## config.mk

```make
export PLATFORM = sky130hd
export DESIGN_NAME = vga_sprite_bounce_engine_flat
export DESIGN_NICKNAME = d
export VERILOG_FILES = /design/src/rtl/vga_pkg.sv /design/src/rtl/vga_sprite_bounce_engine_if.sv /design/src/rtl/vga_sprite_bounce_engine_axis_step.sv /design/src/rtl/vga_sprite_bounce_engine.sv /design/src/flat_wrapper.sv
export SDC_FILE = /design/constraint.sdc
export NUM_CORES = 1
export LEC_CHECK = 0
export ABC_AREA = 1
export CORE_MARGIN = 5
export CORE_UTILIZATION = 38
export CTS_CLUSTER_SIZE = 20
export DETAILED_ROUTE_END_ITERATION = 16
export GPL_ROUTABILITY_DRIVEN = 0
export SYNTH_ARGS = -nofsm -noshare
export SYNTH_HDL_FRONTEND = slang
export SYNTH_SLANG_ARGS = --single-unit
export TNS_END_PERCENT = 30
```

## constraint.sdc

```tcl
create_clock -name clk -period 4.4 [get_ports clk]
set_clock_uncertainty 0.1 [all_clocks]
set_input_delay 0.88 -clock clk [delete_from_list [all_inputs] [get_ports clk]]
set_output_delay 0.88 -clock clk [all_outputs]
set_load 0.02 [all_outputs]
```

## src/rtl/vga_pkg.sv

```systemverilog
// Shared VGA definitions: visible-area geometry, the palette-index type and
// the sprite update sequencer state encoding.
package vga_pkg;

  localparam int VGA_DISPLAY_WIDTH  = 640;
  localparam int VGA_DISPLAY_HEIGHT = 480;

  typedef logic [2:0] palette_idx_t;

  typedef enum logic [1:0] {
    ST_IDLE,
    ST_UPDATE,
    ST_DONE
  } seq_state_t;

endpackage

```

## src/rtl/vga_sprite_bounce_engine_if.sv

```systemverilog
// Pixel bus between the sync generator side and the sprite engine.
//   pix_x, pix_y, video_active : current pixel from the sync generator
//   hit, hit_id, local_x,
//   local_y, hit_color         : registered hit-test result for that pixel
// master = pixel source / result consumer, slave = sprite engine.
interface vga_sprite_bounce_engine_if
  import vga_pkg::*;
#(
  parameter int ID_W  = 3,
  parameter int LOC_W = 6
);
  logic [9:0]       pix_x;
  logic [9:0]       pix_y;
  logic             video_active;
  logic             hit;
  logic [ID_W-1:0]  hit_id;
  logic [LOC_W-1:0] local_x;
  logic [LOC_W-1:0] local_y;
  palette_idx_t     hit_color;

  modport master (
    output pix_x, pix_y, video_active,
    input  hit, hit_id, local_x, local_y, hit_color
  );

  modport slave (
    input  pix_x, pix_y, video_active,
    output hit, hit_id, local_x, local_y, hit_color
  );
endinterface

```

## src/rtl/vga_sprite_bounce_engine_axis_step.sv

```systemverilog
// sprite_axis_step: combinational single-axis move for one sprite.
//   pos, dir, step, max_pos : current position, direction (1 = increasing),
//                             step size and upper clamp
//   pos_next, dir_next      : next position and direction
//   bounce                  : the axis reversed this update
// Arithmetic is one bit wider than the position so pos+step cannot wrap.
module sprite_axis_step #(
  parameter int SPEED_W = 3
) (
  input  logic [9:0]         pos,
  input  logic               dir,
  input  logic [SPEED_W-1:0] step,
  input  logic [9:0]         max_pos,
  output logic [9:0]         pos_next,
  output logic               dir_next,
  output logic               bounce
);
  logic [10:0] pos_w;
  logic [10:0] step_w;
  logic [10:0] sum;

  always_comb begin
    pos_w    = {1'b0, pos};
    step_w   = 11'(step);
    sum      = pos_w + step_w;
    pos_next = pos;
    dir_next = dir;
    bounce   = 1'b0;
    // A zero step freezes the axis, including a sprite parked at the clamp.
    if (step != '0) begin
      if (dir) begin
        if (sum >= {1'b0, max_pos}) begin
          pos_next = max_pos;
          dir_next = 1'b0;
          bounce   = 1'b1;
        end else begin
          pos_next = sum[9:0];
        end
      end else if (pos_w < step_w) begin
        pos_next = '0;
        dir_next = 1'b1;
        bounce   = 1'b1;
      end else begin
        // pos == step lands on 0 without reversing; reversal comes next frame.
        pos_next = 10'(pos_w - step_w);
      end
    end
  end
endmodule

```

## src/rtl/vga_sprite_bounce_engine.sv

```systemverilog
// vga_sprite_bounce_engine: N bouncing sprites with a per-pixel hit test.
//   clk, rst_n  : clock, synchronous active-low reset
//   frame_tick  : one-cycle pulse at the start of a frame
//   pause       : ignore frame_tick while high
//   speed       : pixels per frame per axis, latched at frame start
//   pix         : pixel bus (slave) - pixel in, registered hit result out
//   bounce      : one-cycle pulse per sprite that reversed on any axis
//   busy        : update sequencer active (N_SPRITES+1 cycles per frame)
module vga_sprite_bounce_engine
  import vga_pkg::*;
#(
  parameter int N_SPRITES      = 4,
  parameter int SPRITE_SIZE    = 64,
  parameter int DISPLAY_WIDTH  = VGA_DISPLAY_WIDTH,
  parameter int DISPLAY_HEIGHT = VGA_DISPLAY_HEIGHT,
  parameter int SPEED_W        = 3,
  parameter int ID_W           = 3
) (
  input  logic               clk,
  input  logic               rst_n,
  input  logic               frame_tick,
  input  logic               pause,
  input  logic [SPEED_W-1:0] speed,
  vga_sprite_bounce_engine_if.slave pix,
  output logic               bounce,
  output logic               busy
);
  localparam int              LOC_W    = $clog2(SPRITE_SIZE);
  localparam logic [9:0]      MAX_X    = 10'(DISPLAY_WIDTH - SPRITE_SIZE);
  localparam logic [9:0]      MAX_Y    = 10'(DISPLAY_HEIGHT - SPRITE_SIZE);
  localparam logic [ID_W-1:0] LAST_IDX = ID_W'(N_SPRITES - 1);

  if ((N_SPRITES - 1) * (SPRITE_SIZE / 2) > DISPLAY_WIDTH - SPRITE_SIZE) begin : g_bad_layout
    $error("reset layout places sprites outside the visible width");
  end
  if ((SPRITE_SIZE & (SPRITE_SIZE - 1)) != 0) begin : g_bad_size
    $error("SPRITE_SIZE must be a power of two");
  end
  if ((1 << ID_W) < N_SPRITES) begin : g_bad_id_w
    $error("ID_W too narrow for N_SPRITES");
  end

  logic [9:0]   sp_left  [N_SPRITES];
  logic [9:0]   sp_top   [N_SPRITES];
  logic         sp_dir_x [N_SPRITES];
  logic         sp_dir_y [N_SPRITES];
  palette_idx_t sp_color [N_SPRITES];

  seq_state_t         state;
  logic [ID_W-1:0]    idx;
  logic [SPEED_W-1:0] step;

  logic [9:0] x_next, y_next;
  logic       x_dir_next, y_dir_next, x_bounce, y_bounce;

  // One shared X/Y step pair serves whichever sprite idx selects.
  sprite_axis_step #(.SPEED_W(SPEED_W)) u_step_x (
    .pos(sp_left[idx]), .dir(sp_dir_x[idx]), .step(step), .max_pos(MAX_X),
    .pos_next(x_next), .dir_next(x_dir_next), .bounce(x_bounce)
  );

  sprite_axis_step #(.SPEED_W(SPEED_W)) u_step_y (
    .pos(sp_top[idx]), .dir(sp_dir_y[idx]), .step(step), .max_pos(MAX_Y),
    .pos_next(y_next), .dir_next(y_dir_next), .bounce(y_bounce)
  );

  always_ff @(posedge clk) begin
    if (!rst_n) begin
      state  <= ST_IDLE;
      idx    <= '0;
      step   <= '0;
      busy   <= 1'b0;
      bounce <= 1'b0;
      for (int i = 0; i < N_SPRITES; i++) begin
        sp_left[i]  <= 10'(i * (SPRITE_SIZE / 2));
        sp_top[i]   <= 10'(i * (SPRITE_SIZE / 4));
        sp_dir_x[i] <= (i % 2) == 0;
        sp_dir_y[i] <= (i % 2) == 1;
        sp_color[i] <= palette_idx_t'(i % 8);
      end
    end else begin
      bounce <= 1'b0;
      case (state)
        ST_IDLE: begin
          if (frame_tick && !pause) begin
            state <= ST_UPDATE;
            step  <= speed;
            idx   <= '0;
            busy  <= 1'b1;
          end
        end
        ST_UPDATE: begin
          sp_left[idx]  <= x_next;
          sp_top[idx]   <= y_next;
          sp_dir_x[idx] <= x_dir_next;
          sp_dir_y[idx] <= y_dir_next;
          // A corner hit reverses both axes but advances the colour once.
          if (x_bounce || y_bounce) begin
            sp_color[idx] <= sp_color[idx] + 3'd1;
          end
          bounce <= x_bounce || y_bounce;
          if (idx == LAST_IDX) begin
            state <= ST_DONE;
          end else begin
            idx <= idx + ID_W'(1);
          end
        end
        ST_DONE: begin
          state <= ST_IDLE;
          busy  <= 1'b0;
        end
        default: state <= ST_IDLE;
      endcase
    end
  end

  logic             cover_any;
  logic [ID_W-1:0]  win_id;
  logic [LOC_W-1:0] win_lx, win_ly;
  palette_idx_t     win_col;
  logic [9:0]       dx, dy;

  // Scan from the highest index down so the lowest covering index wins.
  always_comb begin
    cover_any = 1'b0;
    win_id    = '0;
    win_lx    = '0;
    win_ly    = '0;
    win_col   = '0;
    dx        = '0;
    dy        = '0;
    for (int i = N_SPRITES - 1; i >= 0; i--) begin
      dx = pix.pix_x - sp_left[i];
      dy = pix.pix_y - sp_top[i];
      if (pix.video_active && dx[9:LOC_W] == '0 && dy[9:LOC_W] == '0) begin
        cover_any = 1'b1;
        win_id    = ID_W'(i);
        win_lx    = dx[LOC_W-1:0];
        win_ly    = dy[LOC_W-1:0];
        win_col   = sp_color[i];
      end
    end
  end

  // ---- hit stage: one cycle after pix_x/pix_y ----
  always_ff @(posedge clk) begin
    if (!rst_n) begin
      pix.hit       <= 1'b0;
      pix.hit_id    <= '0;
      pix.local_x   <= '0;
      pix.local_y   <= '0;
      pix.hit_color <= '0;
    end else begin
      pix.hit       <= cover_any;
      pix.hit_id    <= win_id;
      pix.local_x   <= win_lx;
      pix.local_y   <= win_ly;
      pix.hit_color <= win_col;
    end
  end
endmodule
```

## src/flat_wrapper.sv

```systemverilog
// flat-port wrapper written by rule: the top's interface ports become plain ports
module vga_sprite_bounce_engine_flat import vga_pkg::*;
#(
  parameter int N_SPRITES      = 4,
  parameter int SPRITE_SIZE    = 64,
  parameter int DISPLAY_WIDTH  = VGA_DISPLAY_WIDTH,
  parameter int DISPLAY_HEIGHT = VGA_DISPLAY_HEIGHT,
  parameter int SPEED_W        = 3,
  parameter int ID_W           = 3
)
  (clk, rst_n, frame_tick, pause, speed, bounce, busy, pix_pix_x, pix_pix_y, pix_video_active, pix_hit, pix_hit_id, pix_local_x, pix_local_y, pix_hit_color);
  vga_sprite_bounce_engine_if #(.ID_W(ID_W)) pix_i ();
  input  logic clk;
  input  logic rst_n;
  input  logic frame_tick;
  input  logic pause;
  input  logic [SPEED_W-1:0] speed;
  output logic bounce;
  output logic busy;
  input wire logic [$bits(pix_i.pix_x)-1:0] pix_pix_x;
  input wire logic [$bits(pix_i.pix_y)-1:0] pix_pix_y;
  input wire logic [$bits(pix_i.video_active)-1:0] pix_video_active;
  output wire logic [$bits(pix_i.hit)-1:0] pix_hit;
  output wire logic [$bits(pix_i.hit_id)-1:0] pix_hit_id;
  output wire logic [$bits(pix_i.local_x)-1:0] pix_local_x;
  output wire logic [$bits(pix_i.local_y)-1:0] pix_local_y;
  output wire logic [$bits(pix_i.hit_color)-1:0] pix_hit_color;
  assign pix_i.pix_x = pix_pix_x;
  assign pix_i.pix_y = pix_pix_y;
  assign pix_i.video_active = pix_video_active;
  assign pix_hit = pix_i.hit;
  assign pix_hit_id = pix_i.hit_id;
  assign pix_local_x = pix_i.local_x;
  assign pix_local_y = pix_i.local_y;
  assign pix_hit_color = pix_i.hit_color;
  vga_sprite_bounce_engine #(.N_SPRITES(N_SPRITES), .SPRITE_SIZE(SPRITE_SIZE), .DISPLAY_WIDTH(DISPLAY_WIDTH), .DISPLAY_HEIGHT(DISPLAY_HEIGHT), .SPEED_W(SPEED_W), .ID_W(ID_W)) u_core (.clk(clk), .rst_n(rst_n), .frame_tick(frame_tick), .pause(pause), .speed(speed), .pix(pix_i), .bounce(bounce), .busy(busy));
endmodule
```

==> metrics.cfg, run 1 <==
[outcome]
status = complete, no violations

[grt]
grt_overflow = 0
grt_max_degree = 33
grt_pass1_wl_um = 52000
grt_usage_pct = 20.2
grt_antenna_before_repair = 0
grt_pass1_vias = 9538

[power]
power_density_mw_per_mm2 = 314
clkPwrFrac_pct = 35.1
peakVddDrop_mv = 0.254
power.share.sequential_pct = 36.2
p_sw_mw = 1.40
power_leakage_nw = 5.83
combPwrFrac_pct = 28.7
swShare_pct = 36.0
internal_power_mw = 2.50

[cts]
clockBufferDepth = 2
numClockSinks = 130
numCtsBuffers = 17
root_buffer = clkbuf_16
clkTransAtPathRegs_ps = 80
postCtsSetupBuffers = 0
htreeDepth = 4
cts_tree = done
ctsHoldBuffers = 0
insertion_delay_ps = 430
post_cts_resize_count = 0

[floorplanning]
start_util_pct = 38.2
dieArea_mm2 = 0.0322
ios = 49
die_width_um = 179
die_h_um = 179
core_area_mm2 = 0.0285
rows = 62

[routing]
drt-initial-drc-count = 836
routed_via_density = 5.10
wl_per_cell_um = 16.8
antenna_left = 0
drt-total-wl_um = 32900
drtPass1Iterations = 5
vias = 9978
drc = 0

[hold_path]
hold_path_class = flip-flop to flip-flop

[placement]
dpl.hpwl_um = 26100
port_buffers = 47

[setup_path]
startpoint_type = flip-flop
worstPathMaxFanout = 21
worstPathArrival_ps = 3850
critPathKind = flip-flop to flip-flop
crit_path_end_kind = flip-flop
worstPathRequired_ps = 4390

[synth]
synthCells = 1505
muxShareOfSynthArea_pct = 0
synthTopCellsByCount = nand2_1 (387), inv_1 (228), nor2_1 (158)
syn-cell-area_mm2 = 0.0109
synth_nets = 1632
synthSimpleGateAreaFrac_pct = 30.4
yosysTopAreaCellShare_pct = 26.7
synth_area_leaders = edfxtp_1 (27%), nand2_1 (13%), ha_1 (10%), inv_1 (7.8%), dfxtp_1 (6.1%)
synth_most_common_cell = nand2_1
synth_largest_area_cell = edfxtp_1
synth_top_family_by_area = simple AND/OR/NAND/NOR gates
yosysWarnings = 0
async_flop_share_pct = 0
yosysSeqAreaShare_pct = 32.7
synth_xor_xnor_area_share_pct = 4.33
ys_ff_latch = 130
synthFlopType = edfxtp_1
synth-adder-area-share_pct = 12.2
postSynthAreaPerCell_um2 = 7.25
synth_edf_count = 97
synth_compound_area_share_pct = 10.4
post_synth_num_cell_types = 54

[timing]
slew_viol_final = 0
finalSetupTns_ps = 0
worst_pin_slew_ps = 1150
slew_headroom_pct = 23.3
min_period_over_period_pct = 87.7
setup_viol_count_final = 0
fmax_mhz = 259
rsz0062_at_grt = false
hold_viol = 0
min_period_ps = 3860

[flow_run]
cap_viol_max_count = 0

[cells_and_area]
final_layout_size_suffix_gt1_share_pct = 7.57
fin_nets = 1686
antennaDiodeCount = 0
postLayoutCoreUtil_pct = 43.5
area_growth_syn_to_layout_pct = 13.9

## kinds of logic after synthesis
logic type / count (synthesis)
and+or+nand+nor: 743
xor gates and xnor gates: 54
other: 1
buffers and inverters: 271
adders and majority gates: 99
DFF: 130
AOI/OAI and AO/OA: 207
## registers in the layout (all words and copies together), names as in the netlist, named ones only
register and count:
u_core.pix.local_x 6, u_core.sp_dir_y 4, u_core.pix.hit_id 2, u_core.pix.hit_color 3
u_core.busy 1, u_core.sp_top 40, u_core.pix.hit 1, u_core.bounce 1
u_core.state 2, u_core.pix.local_y 6, u_core.sp_left 40, u_core.sp_color 12
u_core.idx 3, u_core.sp_dir_x 4, u_core.step 3
## stage by stage
stage / setup slack, ps / power (mW) / instance area, um^2 / std cells / hold slack [ps]
floorplan: 1060 / 2.22 / 10900 / 1505 / 345
global placement: 408 / 2.54 / 11900 / 1924 / 362
detailed placement: 406 / 2.55 / 11900 / 1924 / 369
CTS: 528 / 3.91 / 12400 / 1956 / 380
global route: 188 / 4.11 / 12400 / 1956 / 425
finish: 541 / 3.90 / 12400 / 1956 / 380
## layout make-up
class | instances | area, um^2
sequential | 130 | 3570
fill | 2909 | 16100
clock buffer | 17 | 425
inverter | 236 | 886
multi-input combinational | 1104 | 6260
timing repair buffer | 70 | 656
tap | 384 | 480
clock inverter | 15 | 140
## power by group through the flow
| stage | Sequential [mW] | Combinational, mW | Clock, mW |
|---|---|---|---|
| after floorplan | 1.42 | 0.799 | 0 |
| after global placement | 1.44 | 1.10 | 0 |
| after detailed placement | 1.44 | 1.11 | 0 |
| after CTS | 1.41 | 1.11 | 1.39 |
| after global routing | 1.42 | 1.25 | 1.44 |
| final | 1.41 | 1.12 | 1.37 |
## critical path: stages, from the launching register on
cell	delay, ps
dfxtp_1	320
inv_2	340
o21ai_0	170
o22ai_1	400
ha_1	380
inv_1	120
nand2_1	60
nand2_1	90
nand3_1	170
nor2_2	190
nand4_1	240
nand3_4	240
nand3_2	190
nand3_1	150
nand2_1	60
nor2_1	280
## cells in the final DEF (no fill, tap or decap), types with 47 or more instances in the layout
cell type | netlist | layout
nand2_1 | 387 | 387
inv_1 | 228 | 228
nor2_1 | 158 | 158
edfxtp_1 | 97 | 97
a21oi_1 | 89 | 89
nand3_1 | 89 | 89
ha_1 | 87 | 87
o21ai_0 | 63 | 63
clkdlybuf4s50_1 | 0 | 47
## metal layers
| metal | global-route usage (%) | vias to the layer above | part of all wire [%] |
|---|---|---|---|
| met5 | 0 | - | 0 |
| met2 | 32.0 | 284 | 45 |
| met1 | 27.9 | 4626 | 47 |
| met3 | 2.34 | 63 | 4.9 |
| li1 | - | 5005 | - |
| met4 | 8.63 | 0 | 3.8 |
## final timing paths
path / from / cells past startpoint / slack, ps / endpoint
max reg2reg: flip-flop / 15 / 540 / u_core.sp_color[3][2]$_DFFE_PP_
max: flip-flop / 15 / 540 / u_core.sp_color[3][2]$_DFFE_PP_
min reg2reg: u_core.sp_dir_y[0]$_DFF_P_ / 2 / 380 / u_core.sp_dir_y[0]$_DFF_P_
min: u_core.sp_dir_y[0]$_DFF_P_ / 2 / 380 / u_core.sp_dir_y[0]$_DFF_P_
No activity file was read; power rests on OpenSTA's default activity.
==> inputs of run 2 (changes only) <==
--- a/config.mk
+++ b/config.mk
@@ -6,12 +6,16 @@
 export NUM_CORES = 1
 export LEC_CHECK = 0
 export ABC_AREA = 1
+export CELL_PAD_IN_SITES_DETAIL_PLACEMENT = 0
+export CELL_PAD_IN_SITES_GLOBAL_PLACEMENT = 2
 export CORE_MARGIN = 5
-export CORE_UTILIZATION = 38
+export CORE_UTILIZATION = 36
 export CTS_CLUSTER_SIZE = 20
 export DETAILED_ROUTE_END_ITERATION = 16
 export GPL_ROUTABILITY_DRIVEN = 0
+export PLACE_DENSITY_LB_ADDON = 0.1
 export SYNTH_ARGS = -nofsm -noshare
 export SYNTH_HDL_FRONTEND = slang
+export SYNTH_HIERARCHICAL = 1
 export SYNTH_SLANG_ARGS = --single-unit
 export TNS_END_PERCENT = 30
==> run 2 against run 1 <==
Compared with the run above: register-to-register slack got worse by 250 ps; via count rose by 14%; design area up 16%; critical path depth increased by 13; sequential share of layout area is 4.0 points lower; clock power up 10%; flip-flop and latch count stayed put; final cell count rose by 20%; power up 15%; wire length increased by 22%.
==> metrics.cfg, run 2 <==
[outcome]
status = complete, no violations

[cells_and_area]
fin_area_mm2 = 0.0145
postLayoutCoreUtil_pct = 43.1
area_growth_syn_to_layout_pct = 18.3
final_layout_size_suffix_gt1_share_pct = 11.4
final_common_cell = nand2_1
fill_cells = 3553
fin_nets = 2041
reg_top3 = u_core/sp_left (40), u_core/sp_top (40), u_core/sp_color (12)
antennaDiodeCount = 0
final_cells = 2355
final_cell_mix = nand2_1 (404), inv_1 (304), nor2_1 (210)

[hold_path]
hold_path_class = flip-flop to flip-flop
hold_path_startpoint = u_core/busy$_SDFFE_PN0P_

[routing]
wl_per_cell_um = 17.1
drtPass1Iterations = 8
wl_met3_um = 1450
drt-total-wl_um = 40300
antenna_left = 0
routed_via_density = 4.82
vias = 11400
routed.top_layer = met4
wl_met2_um = 18800
drc = 0
route.layer.met1.wl_um = 19500
drt-initial-drc-count = 829

[setup_path]
r2r_slack_ps = 290
cp_slowest_cell = fa_2
cp_common_cell = nor2_1
cp_top_family = simple AND/OR/NAND/NOR gates
worstPathArrival_ps = 4130
startpoint_type = flip-flop
critPathKind = flip-flop to flip-flop
worstPathMaxFanout = 17
worstPathRequired_ps = 4420
crit_path_end_kind = flip-flop
worst-path-buf-inv = 7
cpPeakStageDelay_ps = 370

[timing]
min_period_over_period_pct = 93.3
finalSetupTns_ps = 0
setup_viol_count_final = 0
hold_viol = 0
fin_ws_ps = 293
worst_pin_slew_ps = 1070
fmax_mhz = 243
min_period_ps = 4110
slew_viol_final = 0
hold_ws_ps = 384
slew_headroom_pct = 28.4

[cts]
root_buffer = clkbuf_16
numClockSinks = 130
htreeDepth = 4
clkTransAtPathRegs_ps = 70
insertion_delay_ps = 420
clockBufferDepth = 2
numCtsBuffers = 17
ctsHoldBuffers = 0
cts_tree = done

[power]
power_density_mw_per_mm2 = 311
power.share.sequential_pct = 31.8
internal_power_mw = 2.83
peakVddDrop_mv = 0.268
power_leakage_nw = 7.10
combPwrFrac_pct = 34.6
clkPwrFrac_pct = 33.6
total_power_mw = 4.49
p_sw_mw = 1.66
swShare_pct = 37.0

[synth]
synth_largest_area_cell = edfxtp_1
synth_area_leaders = edfxtp_1 (24%), nand2_1 (12%), ha_1 (11%), inv_1 (9.4%), nor2_1 (6.6%)
synthFlopType = edfxtp_1
yosysWarnings = 6
synth_edf_count = 97
yosysTopAreaCellShare_pct = 23.8
synth_most_common_cell = nand2_1
async_flop_share_pct = 0
ys_ff_latch = 130
post_synth_num_cell_types = 56
syn-cell-area_mm2 = 0.0122
synthTopCellsByCount = nand2_1 (406), inv_1 (307), nor2_1 (214)
postSynthAreaPerCell_um2 = 6.94
yosysSeqAreaShare_pct = 29.2
synthCells = 1763

[floorplanning]
rows = 67
core_area_mm2 = 0.0335
start_util_pct = 36.5
die_h_um = 194
ios = 49
dieArea_mm2 = 0.0378
die_width_um = 194

[grt]
grt_overflow = 0
grt_max_degree = 24
grt_pass1_vias = 11100
grt_pass1_wl_um = 62700
grt_antenna_before_repair = 0
grt_usage_pct = 21.2

[placement]
placed_area_mm2 = 0.0137
placed_cells = 2320
port_buffers = 47
post-place-ws_ps = -154
dpl.hpwl_um = 32800

[flow_run]
cap_viol_max_count = 0

-- run 2: worst min-delay path, stage by stage, from the launching register on --
cell,delay [ps]
dfxtp_1,310
o21ai_0,70
a21oi_1,60
-- run 2: routing by layer --
layer	GRT usage [%]	up-vias
met5	0	-
met4	4.32	0
met2	35.4	226
met3	2.37	30
met1	29.8	5226
li1	-	5879
-- run 2: power groups by stage --
stage / clock [mW] / combinational [mW] / sequential, mW
final: 1.51 / 1.55 / 1.43
after global routing: 1.60 / 1.75 / 1.43
after global placement: 0 / 1.53 / 1.45
after floorplan: 0 / 1.05 / 1.43
after detailed placement: 0 / 1.53 / 1.45
after CTS: 1.53 / 1.54 / 1.43
-- run 2: cells by family after synthesis --
group / Yosys count / synth area share, %
XOR/XNOR: 55 / 4.06
AND/OR/NAND/NOR: 851 / 30.9
buffers and inverters: 365 / 12.0
AO/OA/AOI/OAI: 241 / 10.8
other: 2 / 0.0614
adder cells (fa/ha/maj): 119 / 12.9
flip-flops: 130 / 29.2
-- run 2: worst paths after layout --
| path | end | depth (start not counted) |
|---|---|---|
| worst max register to register | u_core/sp_color[3][1]$_DFFE_PP_ | 28 |
| worst max-delay path | u_core/sp_color[3][1]$_DFFE_PP_ | 28 |
| worst min-delay path | u_core/busy$_SDFFE_PN0P_ | 2 |
| worst min register to register | u_core/busy$_SDFFE_PN0P_ | 2 |
-- run 2: timing repair --
action / CTS / global route
resized for setup: 4 / 33
setup endpoints to repair: 12 / 60
pin swaps: 0 / 9
buffers inserted: 0 / 3
-- run 2: layout make-up --
cell class / instances / area [um^2] / share of cell area, %
multi-input combinational: 1306 / 7450 / 51.5
sequential: 130 / 3570 / 24.7
inverter: 319 / 1200 / 8.32
timing repair buffer: 120 / 1050 / 7.27
tap: 448 / 561 / 3.88
clock buffer: 18 / 429 / 2.97
clock inverter: 14 / 191 / 1.32
